<file path="src/rtl/regfile_alu_sequencer_pkg.sv">
// Shared types for the register-file/ALU command sequencer: FSM states and ALU opcodes.
package regfile_alu_seq_pkg;

  localparam int ALU_OP_W = 2;

  typedef enum logic [2:0] {
    IDLE  = 3'd0,
    READ  = 3'd1,
    EXEC  = 3'd2,
    WRITE = 3'd3,
    RESP  = 3'd4
  } seq_state_e;

  localparam logic [ALU_OP_W-1:0] ALU_ADD = 2'd0;
  localparam logic [ALU_OP_W-1:0] ALU_SUB = 2'd1;
  localparam logic [ALU_OP_W-1:0] ALU_AND = 2'd2;
  localparam logic [ALU_OP_W-1:0] ALU_OR  = 2'd3;

endpackage

</file>
<file path="src/rtl/regfile_alu_sequencer_if.sv">
// Command and response handshake bundle between a command source and the sequencer.
interface regfile_alu_sequencer_if
  import regfile_alu_seq_pkg::*;
#(
  parameter int ADDR_WIDTH = 5,
  parameter int DATA_WIDTH = 32
);

  logic                  cmd_valid;
  logic                  cmd_ready;
  logic [ALU_OP_W-1:0]   cmd_op;
  logic [ADDR_WIDTH-1:0] cmd_rd;
  logic [ADDR_WIDTH-1:0] cmd_rs1;
  logic [ADDR_WIDTH-1:0] cmd_rs2;
  logic                  rsp_valid;
  logic                  rsp_ready;
  logic [DATA_WIDTH-1:0] rsp_data;

  modport master (
    output cmd_valid, cmd_op, cmd_rd, cmd_rs1, cmd_rs2, rsp_ready,
    input  cmd_ready, rsp_valid, rsp_data
  );

  modport slave (
    input  cmd_valid, cmd_op, cmd_rd, cmd_rs1, cmd_rs2, rsp_ready,
    output cmd_ready, rsp_valid, rsp_data
  );

endinterface

</file>
<file path="src/rtl/regfile_alu_sequencer.sv">
// Multi-cycle controller running rd = rs1 OP rs2 on an external register file and ALU,
// one command at a time: READ -> EXEC -> WRITE -> RESP.
module regfile_alu_sequencer
  import regfile_alu_seq_pkg::*;
#(
  parameter int DATA_WIDTH  = 32,
  parameter int ADDR_WIDTH  = 5,
  parameter bit R0_READONLY = 1'b1,
  parameter int CNT_WIDTH   = 16
) (
  input  logic                  CLK,
  input  logic                  RST_N,
  regfile_alu_sequencer_if.slave bus,
  output logic                  busy,
  output logic [CNT_WIDTH-1:0]  retired_count,
  output logic [ADDR_WIDTH-1:0] A1_regfile,
  output logic [ADDR_WIDTH-1:0] A2_regfile,
  output logic [ADDR_WIDTH-1:0] A3_regfile,
  output logic                  WE3_regfile,
  output logic [DATA_WIDTH-1:0] WD3_regfile,
  input  logic [DATA_WIDTH-1:0] RD1_regfile,
  input  logic [DATA_WIDTH-1:0] RD2_regfile,
  output logic [ALU_OP_W-1:0]   opcode_alu,
  output logic [DATA_WIDTH-1:0] inputA_alu,
  output logic [DATA_WIDTH-1:0] inputB_alu,
  input  logic [DATA_WIDTH-1:0] result_alu
);

  seq_state_e            state_q, state_d;
  logic [ALU_OP_W-1:0]   op_q, op_d;
  logic [ADDR_WIDTH-1:0] rd_q, rd_d, rs1_q, rs1_d, rs2_q, rs2_d;
  logic [DATA_WIDTH-1:0] opa_q, opa_d, opb_q, opb_d, res_q, res_d;
  logic [CNT_WIDTH-1:0]  cnt_q, cnt_d;
  logic                  cmd_ready_s, rsp_valid_s, busy_s, we3_s, wr_blocked_s;

  // State register
  always_ff @(posedge CLK) begin
    if (!RST_N) state_q <= IDLE;
    else        state_q <= state_d;
  end

  // Next-state logic
  always_comb begin
    state_d = state_q;
    case (state_q)
      IDLE:    if (bus.cmd_valid) state_d = READ; else state_d = IDLE;
      READ:    state_d = EXEC;
      EXEC:    state_d = WRITE;
      WRITE:   state_d = RESP;
      RESP:    if (bus.rsp_ready) state_d = IDLE; else state_d = RESP;
      default: state_d = IDLE;
    endcase
  end

  // Datapath next-state: command latch, operand/result capture, retire counter
  always_comb begin
    op_d  = op_q;
    rd_d  = rd_q;
    rs1_d = rs1_q;
    rs2_d = rs2_q;
    opa_d = opa_q;
    opb_d = opb_q;
    res_d = res_q;
    cnt_d = cnt_q;
    case (state_q)
      IDLE: begin
        if (bus.cmd_valid) begin
          op_d  = bus.cmd_op;
          rd_d  = bus.cmd_rd;
          rs1_d = bus.cmd_rs1;
          rs2_d = bus.cmd_rs2;
        end else begin
          op_d = op_q;
        end
      end
      READ: begin
        opa_d = RD1_regfile;
        opb_d = RD2_regfile;
      end
      EXEC:  res_d = result_alu;
      WRITE: res_d = res_q;
      RESP: begin
        if (bus.rsp_ready) cnt_d = cnt_q + CNT_WIDTH'(1);
        else               cnt_d = cnt_q;
      end
      default: cnt_d = cnt_q;
    endcase
  end

  // Datapath registers
  always_ff @(posedge CLK) begin
    if (!RST_N) begin
      op_q  <= {ALU_OP_W{1'b0}};
      rd_q  <= {ADDR_WIDTH{1'b0}};
      rs1_q <= {ADDR_WIDTH{1'b0}};
      rs2_q <= {ADDR_WIDTH{1'b0}};
      opa_q <= {DATA_WIDTH{1'b0}};
      opb_q <= {DATA_WIDTH{1'b0}};
      res_q <= {DATA_WIDTH{1'b0}};
      cnt_q <= {CNT_WIDTH{1'b0}};
    end else begin
      op_q  <= op_d;
      rd_q  <= rd_d;
      rs1_q <= rs1_d;
      rs2_q <= rs2_d;
      opa_q <= opa_d;
      opb_q <= opb_d;
      res_q <= res_d;
      cnt_q <= cnt_d;
    end
  end

  // State-decoded outputs; ready and write enable drop while reset is held
  always_comb begin
    wr_blocked_s = R0_READONLY && (rd_q == {ADDR_WIDTH{1'b0}});
    cmd_ready_s  = 1'b0;
    rsp_valid_s  = 1'b0;
    busy_s       = 1'b1;
    we3_s        = 1'b0;
    case (state_q)
      IDLE: begin
        cmd_ready_s = RST_N;
        busy_s      = 1'b0;
      end
      WRITE:   we3_s       = RST_N && !wr_blocked_s;
      RESP:    rsp_valid_s = 1'b1;
      default: busy_s      = 1'b1;
    endcase
  end

  assign bus.cmd_ready = cmd_ready_s;
  assign bus.rsp_valid = rsp_valid_s;
  assign bus.rsp_data  = res_q;
  assign busy          = busy_s;
  assign retired_count = cnt_q;
  assign A1_regfile    = rs1_q;
  assign A2_regfile    = rs2_q;
  assign A3_regfile    = rd_q;
  assign WE3_regfile   = we3_s;
  assign WD3_regfile   = res_q;
  assign opcode_alu    = op_q;
  assign inputA_alu    = opa_q;
  assign inputB_alu    = opb_q;

endmodule

</file>
<file path="src/flat_wrapper.sv">
// flat-port wrapper written by rule: the top's interface ports become plain ports
module regfile_alu_sequencer_flat import regfile_alu_seq_pkg::*;
#(
  parameter int DATA_WIDTH  = 32,
  parameter int ADDR_WIDTH  = 5,
  parameter bit R0_READONLY = 1'b1,
  parameter int CNT_WIDTH   = 16
)
  (CLK, RST_N, busy, retired_count, A1_regfile, A2_regfile, A3_regfile, WE3_regfile, WD3_regfile, RD1_regfile, RD2_regfile, opcode_alu, inputA_alu, inputB_alu, result_alu, bus_cmd_valid, bus_cmd_op, bus_cmd_rd, bus_cmd_rs1, bus_cmd_rs2, bus_rsp_ready, bus_cmd_ready, bus_rsp_valid, bus_rsp_data);
  regfile_alu_sequencer_if #(.ADDR_WIDTH(ADDR_WIDTH), .DATA_WIDTH(DATA_WIDTH)) bus_i ();
  input  logic CLK;
  input  logic RST_N;
  output logic busy;
  output logic [CNT_WIDTH-1:0] retired_count;
  output logic [ADDR_WIDTH-1:0] A1_regfile;
  output logic [ADDR_WIDTH-1:0] A2_regfile;
  output logic [ADDR_WIDTH-1:0] A3_regfile;
  output logic WE3_regfile;
  output logic [DATA_WIDTH-1:0] WD3_regfile;
  input  logic [DATA_WIDTH-1:0] RD1_regfile;
  input  logic [DATA_WIDTH-1:0] RD2_regfile;
  output logic [ALU_OP_W-1:0] opcode_alu;
  output logic [DATA_WIDTH-1:0] inputA_alu;
  output logic [DATA_WIDTH-1:0] inputB_alu;
  input  logic [DATA_WIDTH-1:0] result_alu;
  input wire logic [$bits(bus_i.cmd_valid)-1:0] bus_cmd_valid;
  input wire logic [$bits(bus_i.cmd_op)-1:0] bus_cmd_op;
  input wire logic [$bits(bus_i.cmd_rd)-1:0] bus_cmd_rd;
  input wire logic [$bits(bus_i.cmd_rs1)-1:0] bus_cmd_rs1;
  input wire logic [$bits(bus_i.cmd_rs2)-1:0] bus_cmd_rs2;
  input wire logic [$bits(bus_i.rsp_ready)-1:0] bus_rsp_ready;
  output wire logic [$bits(bus_i.cmd_ready)-1:0] bus_cmd_ready;
  output wire logic [$bits(bus_i.rsp_valid)-1:0] bus_rsp_valid;
  output wire logic [$bits(bus_i.rsp_data)-1:0] bus_rsp_data;
  assign bus_i.cmd_valid = bus_cmd_valid;
  assign bus_i.cmd_op = bus_cmd_op;
  assign bus_i.cmd_rd = bus_cmd_rd;
  assign bus_i.cmd_rs1 = bus_cmd_rs1;
  assign bus_i.cmd_rs2 = bus_cmd_rs2;
  assign bus_i.rsp_ready = bus_rsp_ready;
  assign bus_cmd_ready = bus_i.cmd_ready;
  assign bus_rsp_valid = bus_i.rsp_valid;
  assign bus_rsp_data = bus_i.rsp_data;
  regfile_alu_sequencer #(.DATA_WIDTH(DATA_WIDTH), .ADDR_WIDTH(ADDR_WIDTH), .R0_READONLY(R0_READONLY), .CNT_WIDTH(CNT_WIDTH)) u_core (.CLK(CLK), .RST_N(RST_N), .bus(bus_i), .busy(busy), .retired_count(retired_count), .A1_regfile(A1_regfile), .A2_regfile(A2_regfile), .A3_regfile(A3_regfile), .WE3_regfile(WE3_regfile), .WD3_regfile(WD3_regfile), .RD1_regfile(RD1_regfile), .RD2_regfile(RD2_regfile), .opcode_alu(opcode_alu), .inputA_alu(inputA_alu), .inputB_alu(inputB_alu), .result_alu(result_alu));
endmodule
</file>
<file path="config.mk">
export PLATFORM = sky130hd
export DESIGN_NAME = regfile_alu_sequencer_flat
export DESIGN_NICKNAME = d
export VERILOG_FILES = /design/src/rtl/regfile_alu_sequencer_pkg.sv /design/src/rtl/regfile_alu_sequencer_if.sv /design/src/rtl/regfile_alu_sequencer.sv /design/src/flat_wrapper.sv
export SDC_FILE = /design/constraint.sdc
export NUM_CORES = 1
export LEC_CHECK = 0
export BUFFER_PORTS_ARGS = -buffer_cell sky130_fd_sc_hd__buf_2
export CAP_MARGIN = 20
export CORE_MARGIN = 3
export CORE_UTILIZATION = 24
export DETAILED_ROUTE_END_ITERATION = 6
export PLACE_DENSITY = 0.45
export SYNTH_ARGS = -nofsm -noshare
export SYNTH_HDL_FRONTEND = slang
export SYNTH_SLANG_ARGS = --single-unit
</file>
<file path="constraint.sdc">
create_clock -name CLK -period 4.35 [get_ports CLK]
set_clock_uncertainty 0.05 [all_clocks]
set_input_delay 0.2175 -clock CLK [delete_from_list [all_inputs] [get_ports CLK]]
set_output_delay 0.2175 -clock CLK [all_outputs]
set_load 0.05 [all_outputs]
</file>
==> results of run 1 <==
[final timing paths]
path	from	endpoint	slack, ns	cells past startpoint
worst max-delay path	u_core.state_q[0]	u_core.inputB_alu[6]	2.17	5
worst min-delay path	result_alu[23]	u_core.WD3_regfile[23]	0.03	3
worst max register to register	u_core.state_q[0]	u_core.inputB_alu[6]	2.17	5
worst min register to register	u_core.inputB_alu[5]	u_core.inputB_alu[5]	0.40	2
[power breakdown]
group / switching, uW / leakage [uW] / internal, uW
combinational: 471 / 0.00233 / 207
sequential: 38.9 / 0.00107 / 1270
clock: 579 / 0.000307 / 983
total: 1090 / 0.00372 / 2460
[sequential cells by signal, indices dropped and copies added (netlist names)]
register and count:
u_core.A1_regfile 5, u_core.A2_regfile 5, u_core.A3_regfile 5, u_core.WD3_regfile 32
u_core.inputA_alu 32, u_core.inputB_alu 32, u_core.opcode_alu 2, u_core.retired_count 16
u_core.state_q 3
[Yosys cell counts, types with 2 or more instances]
master	n	area share (%)
a21oi_1	120	12
and2_1	3	0.38
and3_1	2	0.25
buf_2	8	0.80
buf_4	33	5.0
clkbuf_1	30	2.3
dfxtp_1	132	53
inv_1	4	0.30
nand2_1	237	18
nand2b_1	2	0.25
nand3_1	4	0.40
nand4_1	5	0.63
nor2_1	15	1.1
nor3_1	3	0.30
nor4_1	2	0.25
o21ai_0	4	0.40
o31ai_1	2	0.30
or3_1	3	0.38
or4_1	3	0.45
xnor2_1	3	0.53
xor2_1	6	1.1
[area by class of cell]
| class | instances | area share, % |
|---|---|---|
| Sequential cell | 132 | 32.5 |
| Timing Repair Buffer | 396 | 31.3 |
| Multi-Input combinational cell | 425 | 24.0 |
| Clock buffer | 18 | 5.40 |
| Tap cell | 270 | 4.15 |
| Clock inverter | 14 | 2.48 |
| Inverter | 4 | 0.215 |
[per-layer routing]
layer / up-vias / share of wire [%] / global-route usage (%)
met3: 21 / 7.6 / 4.67
met4: 0 / 1.8 / 5.26
li1: 2709 / - / -
met2: 208 / 49 / 25.1
met5: - / 0 / 0
met1: 2396 / 42 / 16.4
[critical path, delay by kind of cell, from the launching register on]
family                 cells  cell delay [ns]
and+or+nand+nor            3             1.17
AOI/OAI and AO/OA          1             0.11
DFF                        1             0.43
buffers and inverters      1             0.35
[cells in the final DEF (no fill, tap or decap), types with 4 or more instances in the layout]
| master | n |
|---|---|
| nor2_1 | 13 |
| buf_2 | 281 |
| dfxtp_1 | 132 |
| buf_4 | 5 |
| dlygate4sd3_1 | 110 |
| o21ai_0 | 4 |
| nand3_1 | 4 |
| a21oi_1 | 120 |
| clkinv_4 | 4 |
| clkbuf_16 | 17 |
| nand2_1 | 237 |
| nand4_1 | 5 |
| bufinv_16 | 4 |
| xor2_1 | 6 |
[kinds of logic (layout without fill, tap and decap cells)]
family                     count (synthesis)  in the layout
and+or+nand+nor                          287            287
DFF                                      132            132
AOI/OAI and AO/OA                        128            128
buffers and inverters                     75            432
xor gates and xnor gates                   9              9
adders and majority gates                  1              1
[what timing repair did]
item,CTS,global route
hold endpoints to repair,110,0
buffers inserted,0,0
hold buffers,110,0
[stage by stage]
| stage | cell area (sq um) | power (uW) | util [%] |
|---|---|---|---|
| 2_1_floorplan | 5000 | 1780 | - |
| 3_3_place_gp | 6390 | 1940 | 31.4 |
| 3_5_place_dp | 6390 | 1940 | 31.4 |
| 4_1_cts | 8130 | 3610 | 39.9 |
| 5_1_grt | 8130 | 3710 | 39.9 |
| 6_report | 8130 | 3550 | 39.9 |
==> metrics.yaml, run 1 <==
run_status:
  status: "finished clean"
cells_and_area:
  fillCellCount: 2127
  layout.cells.non_filler: 1259
  seqCellArea_sq_um: 2640
  multi_input_area_sq_um: 1950
  syn_to_final_growth_pct: 62.7
  drive_above_1_share_pct: 33.0
  num_antenna_cells: 0
  nNetsFinal: 1094
timing:
  max_freq_mhz: 458
  hold_slack_ns: 0.0330
  setup-violations-final: 0
  max_slew_margin_pct: 31.1
  worst_pin_slew_ns: 1.03
  period_needed_ns: 2.18
  final-hold-violation-count: 0
  setup_tns_ns: 0
  fin_crit_sh_pct: 50.2
  rsz0062_at_grt: "false"
  setup_ws_ns: 2.17
  drv_slew: 0
detailed_routing:
  vias: 5334
  drc: 0
  avgViaCountPerCell: 4.24
  ant_nets: 0
  first_pass_iters: 4
  dr.first_iter.drc_count: 205
  wl_per_cell_um: 13.7
  drt-total-wl_mm: 17.2
clock_network:
  clk_pin_slew_ns: 0.06
  clock-sinks: 132
  clock_latency_ns: 0.41
  cts_inserted_buffers: 17
  root_buffer: "clkbuf_16"
  cts-resized-gates: 0
  h-tree-depth: 4
  ctsLongestPathBuffers: 2
  cts_tree: "built"
grt:
  grt_max_degree: 84
  overflow: 0
  grt_use_total_pct: 14.4
  grt_pass1_wl_mm: 25.9
  grt_pass1_vias: 5135
  antenna_found_initial: 0
critical_path:
  crit_path_start_kind: "flip-flop"
  worstPathRequired_ns: 4.64
  max_stage_delay_ns: 0.79
  arrival_ns: 2.47
  critical_path_class: "flip-flop to flip-flop"
  crit_path_end_kind: "flip-flop"
  slowest_stage: "nor2_4"
  cp_cell_sequence: "or2b_1 -> nor2_4 -> buf_4 -> nand2_1 -> a21oi_1"
  path_max_fanout: 42
pwr:
  leakage_uw: 0.00372
  ir_drop_v: 0.000235
  cellPowerDensity_nw_per_um2: 437
flow_run:
  maxCapViolCount: 0
yosys:
  synthAdderAreaFrac_pct: 0.250
  postSynthCellCount: 632
  synth_simple_gate_area_share_pct: 24.0
  synth_top_family_by_area: "simple AND/OR/NAND/NOR gates"
  synth_edf_count: 0
  synth_flop_cell: "dfxtp_1"
  synthMuxAreaShare_pct: 0
  avgSynthCellArea_sq_um: 7.91
  ys_seq_elements: 132
  seq_area_frac_synth_pct: 52.9
  netlist_area_sq_um: 5000
  synth-xor-area-share_pct: 1.58
  yosys_warnings: 0
  synthDistinctLibCells: 32
  synth_fp_nets: 750
  synth_compound_area_share_pct: 13.0
  async_reset_ff_share_pct: 0
place:
  portBuffers: 281
  placed_cells: 1117
  gp_congestion: 0.701
  post-dp-hpwl_mm: 11.2
  place_ws_ns: 2.10
floorplan:
  rows: 52
  die_h_um: 150
  start_util_pct: 24.5
  core_sq_um: 20400
  dieArea_sq_um: 22600
  chipWidth_um: 150
  io_pins: 282
min_path:
  hold_class: "primary input to flip-flop"
(Power assumes the default switching activity.)
==> run 2, diff against run 1 <==
PLACE_DENSITY = 0.47   (was 0.45)
clock period = 1.9 ns   (was 4.35 ns; I/O delays follow)
==> run 2 against run 1 <==
  * Non-clock buffer count is 19 higher
  * Critical path depth stayed put
  * Cell area is 2.6% higher
  * Die area stayed put
  * Global-route usage is 0.13 points higher
  * Sequential power is 130% higher
  * Power is 130% higher
  * Combinational power is 140% higher
  * Core utilization is 1.0 points higher
  * Sequential cell count stayed put
  * Via count is 1.7% higher
  * Critical path type unchanged
==> metrics.yaml, run 2 (synthesized netlist as in run 1, its figures left out) <==
floorplan:
  rows: 52  # unchanged
  dieArea_sq_um: 22600  # unchanged
  io_pins: 282  # unchanged
  die_h_um: 150  # unchanged
  start_util_pct: 24.5  # unchanged
  chipWidth_um: 150  # unchanged
  core_sq_um: 20400  # unchanged
cells_and_area:
  drive_above_1_share_pct: 34.2  # +1.3 points
  nNetsFinal: 1113  # +1.7%
  num_antenna_cells: 0  # unchanged
  layout.cells.non_filler: 1278  # +1.5%
  layout_common_cells: "281 x buf_2, 237 x nand2_1, 130 x dfxtp_1"
  syn_to_final_growth_pct: 66.9
  final_common_cell: "buf_2"
critical_path:
  critical_path_class: "flip-flop to flip-flop"
  r2r.worst_path.cells: 5  # unchanged
  crit_path_end_kind: "flip-flop"
  crit_end: "u_core.retired_count[12]"
  rrSetupSlack_ns: 0.10  # -2.06 ns
  arrival_ns: 2.08  # -0.39 ns
  worstPathRequired_ns: 2.18  # -2.46 ns
  path_max_fanout: 5  # -88%
  crit_path_start_kind: "flip-flop"
  rr_startpoint: "u_core.retired_count[0]"
  regToRegEndpoint: "u_core.retired_count[12]"
  startpoint: "u_core.retired_count[0]"
detailed_routing:
  vias: 5424  # +1.7%
  dr_wl_met3_mm: 1.24  # -4.9%
  avgViaCountPerCell: 4.24  # +0.18%
  highest_layer: "met4"
  wl_met1_mm: 7.08  # -1.9%
  ant_nets: 0  # unchanged
  wl_per_cell_um: 13.3  # -2.5%
  dr.first_iter.drc_count: 134  # -35%
  drc: 0  # unchanged
  dr_wl_met2_mm: 8.45  # +0.91%
  drt-total-wl_mm: 17.0  # -1.1%
  first_pass_iters: 4  # unchanged
clock_network:
  h-tree-depth: 4  # unchanged
  ctsLongestPathBuffers: 2  # unchanged
  cts_inserted_buffers: 17  # unchanged
  post-cts-setup-buffers: 0  # unchanged
  clock_latency_ns: 0.41  # about the same
  root_buffer: "clkbuf_16"
  clock-sinks: 132  # unchanged
  cts_tree: "built"
  clk_pin_slew_ns: 0.06  # about the same
timing:
  fin_crit_sh_pct: 94.6  # +44 points
  setup_tns_ns: 0  # unchanged
  final-hold-violation-count: 0  # unchanged
  period_needed_ns: 1.80  # -0.387 ns
  worst_pin_slew_ns: 0.589  # -0.442 ns
  hold_slack_ns: 0.0813  # +0.0483 ns
  rsz0062_at_grt: "false"
  max_slew_margin_pct: 60.7  # +30 points
  drv_slew: 0  # unchanged
  setup-violations-final: 0  # unchanged
  max_freq_mhz: 556  # +22%
grt:
  grt_max_degree: 55  # -35%
  antenna_found_initial: 0  # unchanged
  grt_pass1_vias: 5153  # +0.35%
  grt_use_total_pct: 14.5  # +0.13 points
  overflow: 0  # unchanged
  grt_pass1_wl_mm: 26.0  # +0.29%
pwr:
  sequentialPowerShare_pct: 37.5  # +0.6 points
  leakage_uw: 0.00382  # +2.8%
  intPower_uw: 5550  # +130%
  clkPwrFrac_pct: 42.3  # -1.7 points
  cellPowerDensity_nw_per_um2: 958  # +120%
  ir_drop_v: 0.000549  # +130%
  pwr-share-comb_pct: 20.2  # +1.1 points
  p_total_uw: 8000  # +130%
  switching_share_pct: 30.6  # -0.090 points
  p_sw_uw: 2440  # +120%
place:
  placed_cells: 1131  # +1.3%
  portBuffers: 281  # unchanged
  gp_congestion: 0.767  # +9.3%
  post-dp-hpwl_mm: 11.4  # +1.7%
run_status:
  status: "finished clean"
flow_run:
  maxCapViolCount: 0  # unchanged
min_path:
  hold_class: "primary input to flip-flop"
run 2: changes by cell type in the layout (fill, tap and decap cells not counted), sizes merged:
cell / change
buf: +14
dlygate4sd3: +5
clkbuf: +4
bufinv: -2
clkinv: -2
clkinvlp: +2
inv: -2
run 2: through the flow:
stage | instance area (sq um) | utilization, % | setup WS (ns)
after floorplan | 5010 | - | -0.0647
after global placement | 6570 | 32.3 | 0.117
after global routing | 8340 | 41.0 | 0.0203
after CTS | 8340 | 40.9 | 0.0500
after detailed placement | 6570 | 32.3 | 0.113
final | 8340 | 41.0 | 0.102
run 2: how the worst min path moves through the flow:
stage	startpoint	to	depth (start not counted)	slack, ns
finish	bus_rsp_ready	u_core.state_q[2]	4	0.08
global route	bus_rsp_ready	u_core.retired_count[1]	4	0.11
CTS	bus_rsp_ready	u_core.state_q[2]	4	0.06
detailed placement	RD1_regfile[12]	u_core.inputA_alu[12]	3	0.29
floorplan	RST_N	u_core.state_q[2]	1	0.17
global placement	RD1_regfile[12]	u_core.inputA_alu[12]	3	0.29
run 2: metal layers:
layer / up-vias / track usage, %
li1: 2742 / -
met1: 2470 / 16.9
met2: 197 / 25.1
met3: 15 / 4.64
met4: 0 / 4.89
met5: - / 0
run 2: power groups by stage:
stage / combinational (uW) / clock, uW / sequential [uW]
final: 1610 / 3380 / 3000
after global routing: 1730 / 3610 / 3020
after CTS: 1620 / 3510 / 3000
after detailed placement: 1440 / 0 / 3060
after global placement: 1440 / 0 / 3060
after floorplan: 529 / 0 / 3550
run 2: final cells by class:
cell class / count / area [sq um]
clock buffers: 22 / 494
clock inverters: 10 / 121
fillers: 2058 / 12000
inverters: 4 / 17.5
multi-input cells: 425 / 1970
flip-flops and latches: 132 / 2650
well taps: 270 / 338
repair buffers: 415 / 2760
run 2: what timing repair did:
action / 4_1_cts / 5_1_grt
hold endpoints to repair: 116 / 0
hold buffers: 115 / 0
setup endpoints to repair: 0 / 1
resized for setup: 0 / 1
run 2: worst max-delay path, cell delays in order (launching register included):
cell,delay [ns]
dfxtp_2,0.35
ha_1,0.19
nand2_1,0.09
or3_4,0.43
or4_1,0.48
a21oi_1,0.14
==> run 3, diff against run 2 <==
PLACE_DENSITY = 0.45   (was 0.47)
clock period = 2.2 ns   (was 1.9 ns; I/O delays follow)
==> run 3 against run 2 <==
  * Sequential power shrank 14%
  * Power decreased by 16%
  * Register-to-register slack improved by 0.23 ns
  * Die area is the same
  * First-iteration DRC count rose by 54%
  * Via count decreased by 1.9%
  * Sequential cell count did not move
  * Critical path depth stayed put
  * Global-route usage decreased by 0.29 points
  * Cell area decreased by 0.94%
  * Clock-buffer cell count is 3 lower
==> metrics.yaml, run 3 (synthesized netlist as in run 1, its figures left out) <==
pwr:
  sequentialPowerShare_pct: 38.6  # +1.1 points
  switching_share_pct: 31.9  # +1.4 points
  p_total_uw: 6720  # -16%
  pwr-share-comb_pct: 20.6  # +0.4 points
  leakage_uw: 0.00379  # -0.72%
  ir_drop_v: 0.000454  # -17%
  clkPwrFrac_pct: 40.8  # -1.5 points
  p_sw_uw: 2150  # -12%
  cellPowerDensity_nw_per_um2: 813  # -15%
  intPower_uw: 4570  # -18%
clock_network:
  clock_latency_ns: 0.40  # about the same
  hold_buffers: 115  # unchanged
  post-cts-setup-buffers: 0  # unchanged
  h-tree-depth: 4  # unchanged
  clock-sinks: 132  # unchanged
  cts_tree: "built"
  root_buffer: "clkbuf_16"
  cts-resized-gates: 0  # unchanged
  cts_inserted_buffers: 17  # unchanged
  clk_pin_slew_ns: 0.06  # about the same
  ctsLongestPathBuffers: 2  # unchanged
timing:
  max_freq_mhz: 535  # -3.9%
  rsz0062_at_grt: "false"
  setup_tns_ns: 0  # unchanged
  drv_slew: 0  # unchanged
  setup-violations-final: 0  # unchanged
  fin_crit_sh_pct: 85.0  # -9.6 points
  setup_ws_ns: 0.330  # +0.228 ns
  worst_pin_slew_ns: 0.673  # +0.0840 ns
  max_slew_margin_pct: 55.1  # -5.6 points
  hold_slack_ns: 0.0849  # +0.00359 ns
  final-hold-violation-count: 0  # unchanged
  period_needed_ns: 1.87  # +0.0720 ns
detailed_routing:
  first_pass_iters: 6  # +2
  wl_per_cell_um: 13.1  # -1.7%
  vias: 5320  # -1.9%
  drt-total-wl_mm: 16.7  # -1.8%
  dr.first_iter.drc_count: 206  # +54%
  drc: 0  # unchanged
  ant_nets: 0  # unchanged
  avgViaCountPerCell: 4.17  # -1.8%
floorplan:
  rows: 52  # unchanged
  dieArea_sq_um: 22600  # unchanged
  die_h_um: 150  # unchanged
  start_util_pct: 24.5  # unchanged
  io_pins: 282  # unchanged
  chipWidth_um: 150  # unchanged
  core_sq_um: 20400  # unchanged
grt:
  grt_use_total_pct: 14.2  # -0.29 points
  grt_pass1_vias: 5108  # -0.87%
  overflow: 0  # unchanged
  grt_max_degree: 65  # +18%
  grt_pass1_wl_mm: 25.9  # -0.56%
  antenna_found_initial: 0  # unchanged
critical_path:
  r2r.worst_path.cells: 5  # unchanged
  arrival_ns: 2.15  # +0.07 ns
  crit_path_start_kind: "flip-flop"
  worstPathRequired_ns: 2.48  # +0.30 ns
  rr_startpoint: "u_core.retired_count[0]"
  path_max_fanout: 5  # unchanged
  crit_path_end_kind: "flip-flop"
  rrSetupSlack_ns: 0.33  # +0.23 ns
  regToRegEndpoint: "u_core.retired_count[12]"
  critical_path_class: "flip-flop to flip-flop"
flow_run:
  maxCapViolCount: 0  # unchanged
place:
  post-dp-hpwl_mm: 11.3  # -0.70%
  place_ws_ns: 0.338  # +0.225 ns
  gp_congestion: 0.719  # -6.2%
  portBuffers: 281  # unchanged
cells_and_area:
  drive_above_1_share_pct: 33.5  # -0.73 points
  final_util_pct: 40.6  # -0.39 points
  num_antenna_cells: 0  # unchanged
  syn_to_final_growth_pct: 65.4
  layout_common_cells: "281 x buf_2, 237 x nand2_1, 132 x dfxtp_1"
  final_common_cell: "buf_2"
  nNetsFinal: 1111  # -0.18%
min_path:
  whs_path_depth: 4  # unchanged
  hold_class: "primary input to flip-flop"
  hold_start: "bus_rsp_ready"
  min_to: "u_core.state_q[2]"
run_status:
  status: "finished clean"
[run 3: worst max path at each step]
stage	from	to	slack (ns)	cells past startpoint
detailed placement	u_core.retired_count[0]	u_core.retired_count[12]	0.34	5
global route	u_core.retired_count[0]	u_core.retired_count[12]	0.18	5
global placement	u_core.retired_count[0]	u_core.retired_count[12]	0.37	5
floorplan	u_core.retired_count[0]	u_core.retired_count[12]	0.05	5
finish	u_core.retired_count[0]	u_core.retired_count[12]	0.33	5
CTS	u_core.state_q[2]	bus_cmd_ready	0.32	5
[run 3: through the flow]
step                std cells  cell area (sq um)
floorplan                 632               5000
global placement         1129               6550
detailed placement       1129               6550
CTS                      1276               8270
global route             1276               8270
finish                   1276               8270
[run 3: critical path: stages, from the launching register on]
cell,delay (ns)
dfxtp_1,0.38
ha_1,0.20
nand2_1,0.10
or3_4,0.43
or4_1,0.47
a21oi_1,0.15
[run 3: area by class of cell]
type | count | area (sq um)
inverter | 4 | 17.5
clock inverter | 13 | 126
sequential | 132 | 2640
fill | 2128 | 12100
tap | 270 | 338
clock buffer | 19 | 443
timing repair buffer | 413 | 2750
multi-input combinational | 425 | 1950
[run 3: layer usage]
metal,vias up,routed length (um),GRT usage [%]
met4,0,218,3.75
met2,188,8080,24.6
li1,2745,-,-
met3,12,1200,4.82
met5,-,0,0
met1,2375,7220,16.8
[run 3: power by group through the flow]
stage | Clock [uW] | Combinational, uW | Sequential (uW)
2_1_floorplan | 0 | 456 | 3070
3_3_place_gp | 0 | 1240 | 2640
3_5_place_dp | 0 | 1240 | 2640
4_1_cts | 2840 | 1400 | 2590
5_1_grt | 2930 | 1480 | 2610
6_report | 2740 | 1380 | 2590
